File: src/rtl/stack_arbiter.sv
// stack_arbiter: round-robin arbiter/sequencer sharing one LIFO stack between two requesters.
// Stack flags are checked in IDLE, so a rejected request never strobes the stack.
module stack_arbiter #(
    parameter int W = 4
) (
    input  logic         Clk,
    input  logic         RstN,
    input  logic         Req0,
    input  logic         Req1,
    input  logic         Op0,
    input  logic         Op1,
    input  logic [W-1:0] Din0,
    input  logic [W-1:0] Din1,
    output logic         Ack0,
    output logic         Ack1,
    output logic         Err,
    output logic [W-1:0] Dout,
    output logic         Busy,
    output logic         St_push,
    output logic         St_pop,
    output logic [W-1:0] St_Data_In,
    input  logic [W-1:0] St_Data_Out,
    input  logic         St_Full,
    input  logic         St_Empty,
    input  logic         St_Error
);
    // state   | meaning
    // IDLE    | arbitrate between unmasked requests
    // ISSUE   | single-cycle push/pop strobe to the stack
    // CAPTURE | sample popped data and stack error flag
    // RESP    | acknowledge winner, mask it for one cycle
    typedef enum logic [1:0] {IDLE, ISSUE, CAPTURE, RESP} state_t;

    state_t       state, state_nxt;
    logic         win, op, last;
    logic [1:0]   mask, eff, mask_d;
    logic         grant, win_nxt, op_nxt, illegal;
    logic [W-1:0] din_nxt, dout_d, st_din_d;
    logic         ack_d, ack_id, err_d, push_d, pop_d, busy_d;

    always_comb begin
        eff       = {Req1, Req0} & ~mask;
        grant     = |eff;
        win_nxt   = (&eff) ? ~last : eff[1];
        op_nxt    = win_nxt ? Op1 : Op0;
        din_nxt   = win_nxt ? Din1 : Din0;
        illegal   = op_nxt ? St_Full : St_Empty;
        state_nxt = state;
        case (state)
            IDLE:    if (grant) state_nxt = illegal ? RESP : ISSUE;
            ISSUE:   state_nxt = CAPTURE;
            CAPTURE: state_nxt = RESP;
            RESP:    state_nxt = IDLE;
            default: state_nxt = IDLE;
        endcase
    end

    // every output is registered, so the d-values describe the next cycle
    always_comb begin
        ack_d    = 1'b0;
        ack_id   = win;
        err_d    = 1'b0;
        push_d   = 1'b0;
        pop_d    = 1'b0;
        st_din_d = '0;
        dout_d   = Dout;
        mask_d   = 2'b00;
        busy_d   = (state_nxt != IDLE);
        case (state)
            IDLE: begin
                if (grant) begin
                    ack_id = win_nxt;
                    if (illegal) begin
                        ack_d = 1'b1;
                        err_d = 1'b1;
                    end else begin
                        push_d   = op_nxt;
                        pop_d    = ~op_nxt;
                        st_din_d = op_nxt ? din_nxt : '0;
                    end
                end
            end
            CAPTURE: begin
                ack_d = 1'b1;
                err_d = St_Error;
                if (!op) dout_d = St_Data_Out;
            end
            RESP:    mask_d = win ? 2'b10 : 2'b01;
            default: ;
        endcase
    end

    always_ff @(posedge Clk) begin
        if (RstN) begin
            state      <= IDLE;
            win        <= 1'b0;
            op         <= 1'b0;
            last       <= 1'b1;
            mask       <= 2'b00;
            Ack0       <= 1'b0;
            Ack1       <= 1'b0;
            Err        <= 1'b0;
            Dout       <= '0;
            Busy       <= 1'b0;
            St_push    <= 1'b0;
            St_pop     <= 1'b0;
            St_Data_In <= '0;
        end else begin
            state <= state_nxt;
            if (state == IDLE && grant) begin
                win  <= win_nxt;
                op   <= op_nxt;
                last <= win_nxt;
            end
            mask       <= mask_d;
            Ack0       <= ack_d & ~ack_id;
            Ack1       <= ack_d & ack_id;
            Err        <= err_d;
            Dout       <= dout_d;
            Busy       <= busy_d;
            St_push    <= push_d;
            St_pop     <= pop_d;
            St_Data_In <= st_din_d;
        end
    end
endmodule

File: config.mk
export PLATFORM = sky130hd
export DESIGN_NAME = stack_arbiter
export DESIGN_NICKNAME = d
export VERILOG_FILES = /design/src/rtl/stack_arbiter.sv
export SDC_FILE = /design/constraint.sdc
export NUM_CORES = 1
export LEC_CHECK = 0
export BUFFER_PORTS_ARGS = -buffer_cell sky130_fd_sc_hd__clkbuf_2
export CAP_MARGIN = 20
export CORE_MARGIN = 4
export CORE_UTILIZATION = 53
export CTS_BUF_LIST = sky130_fd_sc_hd__clkbuf_8
export DETAILED_ROUTE_END_ITERATION = 6
export HOLD_SLACK_MARGIN = 0.06
export PLACE_DENSITY = 0.95
export SETUP_SLACK_MARGIN = 0.05
export SYNTH_ARGS = -nofsm -noshare
export SYNTH_HDL_FRONTEND = slang
export SYNTH_SLANG_ARGS = --single-unit
File: constraint.sdc
create_clock -name Clk -period 2.9 [get_ports Clk]
set_input_delay 0 -clock Clk [delete_from_list [all_inputs] [get_ports Clk]]
set_output_delay 0 -clock Clk [all_outputs]
set_load 0.05 [all_outputs]
# After elaboration in Yosys (flattened, before gate mapping)
# Index checks and enable logic that the tools add are counted.
# word_totals
regBits	21
input_bits	21
out_inout_bits	14
wordCells	50
# classes
eq_ne	3
mux	14
bitwise	11
n_reduce_logical	9
# ops
op	n
$pmux W2 S4	1
$mux W1	7
$not A1 Y1	7
$mux W2	3
$reduce_or A5 Y1	1
$eq A2 B2 Y1 const B	2
$mux W4	1
$pmux W1 S2	2
$reduce_and A2 Y1	2
$reduce_or A2 Y1	2
$reduce_or A4 Y1	1
$and A1 B1 Y1	2
$and A2 B2 Y2	1
$eq A2 B1 Y1 const B	1
$logic_not A2 Y1	1
$not A2 Y2	1
$reduce_bool A2 Y1	1
$logic_and A1 B1 Y1	1

# Longest topological paths before layout
# logic_depth
word_depth	10
depth_mapped	7
ltp_nobuf	6

# Worst setup path before layout
# No wires, ideal clock.
# synth_timing
kind	flip-flop to flip-flop
start	register state[0]
end	register Ack0
setup_time_ps	126
arrival_time_ps	1318
required_ps	2774
path_slack_ps	1456
stages_incl_launch_ff	8
path_buffers	1
period_less_slack_ps	1444
cell_sequence	dfxtp_1 -> inv_1 -> ha_1 -> clkbuf_1 -> o21ai_0 -> a211oi_1 -> a311oi_1 -> nor2_1
# synth_between
elab_chain_cells	4
elab_cells_between_ends	6
classes_between	eq/ne: 1; mux: 2; bitwise: 2; reduce/logical: 1
# synth_lines
element	line_no	text
start: declaration	34	state_t state, state_nxt;
start signal: assignment	109	state <= state_nxt;
parallel branches: the longest is 3 deep, another holds $eq A2 B2 Y1	-	
$and A1 B1 Y1 (*)	116	Ack0 <= ack_d & ~ack_id;
end signal: assignment	116	
end: declaration	14	output logic Ack0,
# Mark *: on every way between the ends.
# A chain may end at the register's enable or synchronous reset.

# Final worst setup path
# layout_timing
start	register state[1]
end	register St_Data_In[2]
# layout_between
elab_chain_cells	3
# layout_lines
element	line_no	text
$logic_not A2 Y1	69	case (state)
$not A1 Y1 (no source line)	-	
$reduce_or A5 Y1 (no source line)	-	
end signal: assignment	123	St_Data_In <= st_din_d;
end: declaration	21	output logic [W-1:0] St_Data_In,
# Every way passes these cells.

==> results.md <==
* Maximum fanout along the worst path at 8
* Clock Skew at 0.0103 ns
* DR WL/cell at 15.0 µm
* CTS resizes at 0
* Share of cells above drive strength 1 at 0.293
* Fin. Hold Viols at 0
* Worst-path clk slew at 0.08 ns
* First drt pass iteration count at 4
* PD cells at 808 mW/mm²
* Fin. max-slew vios at 0
* Vias in the first global route at 917
* Yosys top cell by area: dfxtp_1
* Postcts setup bufs at 0
* CP Launch Type: register
* Cell Area, Placed at 0.00106 mm²
* EDFF count, synth at 0
* I/O Buffers at 34
* VDD IR-drop max at 597 µV
* Synth Instances at 96
* Vias per inst at 5.34
* Synth async-reset ratio at 0
* Main area contributors after synthesis: dfxtp_1 (47%), nand2_1 (7.1%), mux2i_1 (4.5%), ha_1 (4.2%), a21boi_1 (3.4%)
* Tcrit/Tclk final at 0.757
* CP Class: reg2reg
* Post-synthesis sequential area ratio at 0.469
* CTS tree: built
* I/O pin total at 35
* Gpl congestion at 0.949
* Clock sinks at 21
* First-pass GRT wire length at 3910 µm
* Clk root buf: clkbuf_8
* Type of destination of the critical path: register
* Initial antenna violation count at 0
* DRC viols at 0
* Die X at 49.1 µm
* Syn_area_per_cell at 9.33 µm²
* Synthesized area at 896 µm²
* Gr ovfl total at 0
* Die Ht at 49.1 µm
* Min Tclk post-route at 2.20 ns
* Final Cell Area at 0.00129 mm²
* Worst skew pair latency at 0.26 ns
* TritonCTS buffer count at 3
* Non-Filler Instances at 163
* Top-area cell type share of the netlist area at 0.469
* Post-synth net total at 120
* DRT antenna net count at 0
* Setup TNS at 0 ns
* Total die area at 0.00241 mm²
* Flops & latches, synth at 21
* Row Count at 14
* Status: complete, no violations
* HPWL Detailed at 1600 µm
* GRT Total Usage at 0.209
* Hold/Removal Path Class: in2reg
* Routed WL at 2440 µm
* Largest net degree at the start of global routing at 13
* Max cap viols at 0
* Via count at 870
* Layout area overhead at 43.6%
* Prevailing post-synth register cell: dfxtp_1
* Slew @ Worst Pin at 0.471 ns
* Slew margin rel. at 0.685
* Ant diodes at 0
* CP Data Arrival Time at 2.39 ns
* RSZ-0062 raised after global routing: no
* Final setup fails at 0
* Synth cell types at 30
* Placed cell count at 141
* Final nets at 172
* H-tree levels at 1
* P_leak at 0.635 nW
* Clock buffer depth at 2
* CORE AREA at 0.00156 mm²
* Yosys Warn Count at 0
* Data required, critical path at 3.10 ns
* Highest clock rate at 0.455 GHz
* Starting Density at 0.575
* DRC marker count from the first detailed-route iteration at 35
-- flip-flops by register name, indices dropped and copies added (netlist names), 2 cells and up --
signal	cells
mask	2
state	2
Dout	4
St_Data_In	4
-- metrics by stage --
step / hold WS, ns / power (mW) / setup slack, ns / util
2_1_floorplan: 0.0758 / 0.721 / 1.46 / -
3_3_place_gp: 0.222 / 0.794 / 1.45 / 0.680
3_5_place_dp: 0.231 / 0.816 / 1.29 / 0.680
4_1_cts: 0.0666 / 1.03 / 0.802 / 0.825
5_1_grt: 0.0778 / 1.10 / 0.565 / 0.825
6_report: 0.0582 / 1.04 / 0.704 / 0.825
-- synth_stat cells, drive strengths merged (2+ instances only) --
library cell  count
a211oi            3
a21boi            4
a21oi             4
and2              3
and3              2
clkbuf            4
dfxtp            21
ha                3
inv               5
mux2i             4
nand2            17
nor2              7
nor2b             3
nor3              2
nor3b             2
o21ai             2
-- routing by layer --
metal	up-vias	wire (µm)	GRT usage
met1	391	951	0.217
met4	0	65	0.133
met2	50	1260	0.371
li1	420	-	-
met3	9	164	0.0520
met5	-	0	0
-- power by group --
| part | leakage (nW) | total, mW | switching (mW) | internal, mW |
|---|---|---|---|---|
| Sequential | 0.172 | 0.390 | 0.0387 | 0.351 |
| Clock | 0.0255 | 0.190 | 0.0945 | 0.0957 |
| Combinational | 0.438 | 0.459 | 0.297 | 0.163 |
| Total | 0.635 | 1.04 | 0.430 | 0.610 |
-- area by class of cell --
cell class / count / area [µm²]
tap: 16 / 20.0
inverter: 5 / 18.8
multi-input combinational: 65 / 430
clock buffer: 3 / 41.3
clock inverter: 1 / 5.00
timing repair buffer: 52 / 350
sequential: 21 / 420
fill: 93 / 273
-- cell families (layout without fill, tap and decap cells) --
group | Yosys count | in the layout | synth area share
AND/OR/NAND/NOR | 40 | 40 | 0.253
buffers and inverters | 10 | 61 | 0.0503
AO/OA/AOI/OAI | 18 | 18 | 0.141
adder cells (fa/ha/maj) | 3 | 3 | 0.0419
multiplexers | 4 | 4 | 0.0447
flip-flops | 21 | 21 | 0.469
-- cells in the final DEF, fill, tap and decap left out, types with 2 or more instances in the layout --
cell	n
a211oi_1	3
nor3b_1	2
a21oi_1	4
mux2i_1	4
o21ai_0	2
inv_1	5
dlygate4sd3_1	18
nand2_1	17
ha_1	3
a21boi_1	4
clkbuf_8	3
and3_1	2
nor2_1	7
dfxtp_1	21
clkbuf_2	34
nor2b_1	2
-- final timing paths --
path	startpoint	end	slack (ns)	cells past startpoint
max	state[1]	St_Data_In[2]	0.70	7
min	St_Error	Err	0.06	3
max reg2reg	state[1]	St_Data_In[2]	0.70	7
min reg2reg	win	mask[0]	0.46	1
-- worst max-delay path, cell delays in order (launching register included) --
cell,delay (ns)
dfxtp_1,0.36
inv_1,0.07
ha_1,0.29
o21a_1,0.26
nand2_1,0.15
nor3_4,0.22
a21boi_1,0.20
dlygate4sd3_1,0.57
-- repair_timing --
action,CTS,global route
hold buffers,18,0
hold endpoints to repair,11,0
endpoints found under the setup margin,0,0
Note: power is estimated with default switching activity, not from simulation.
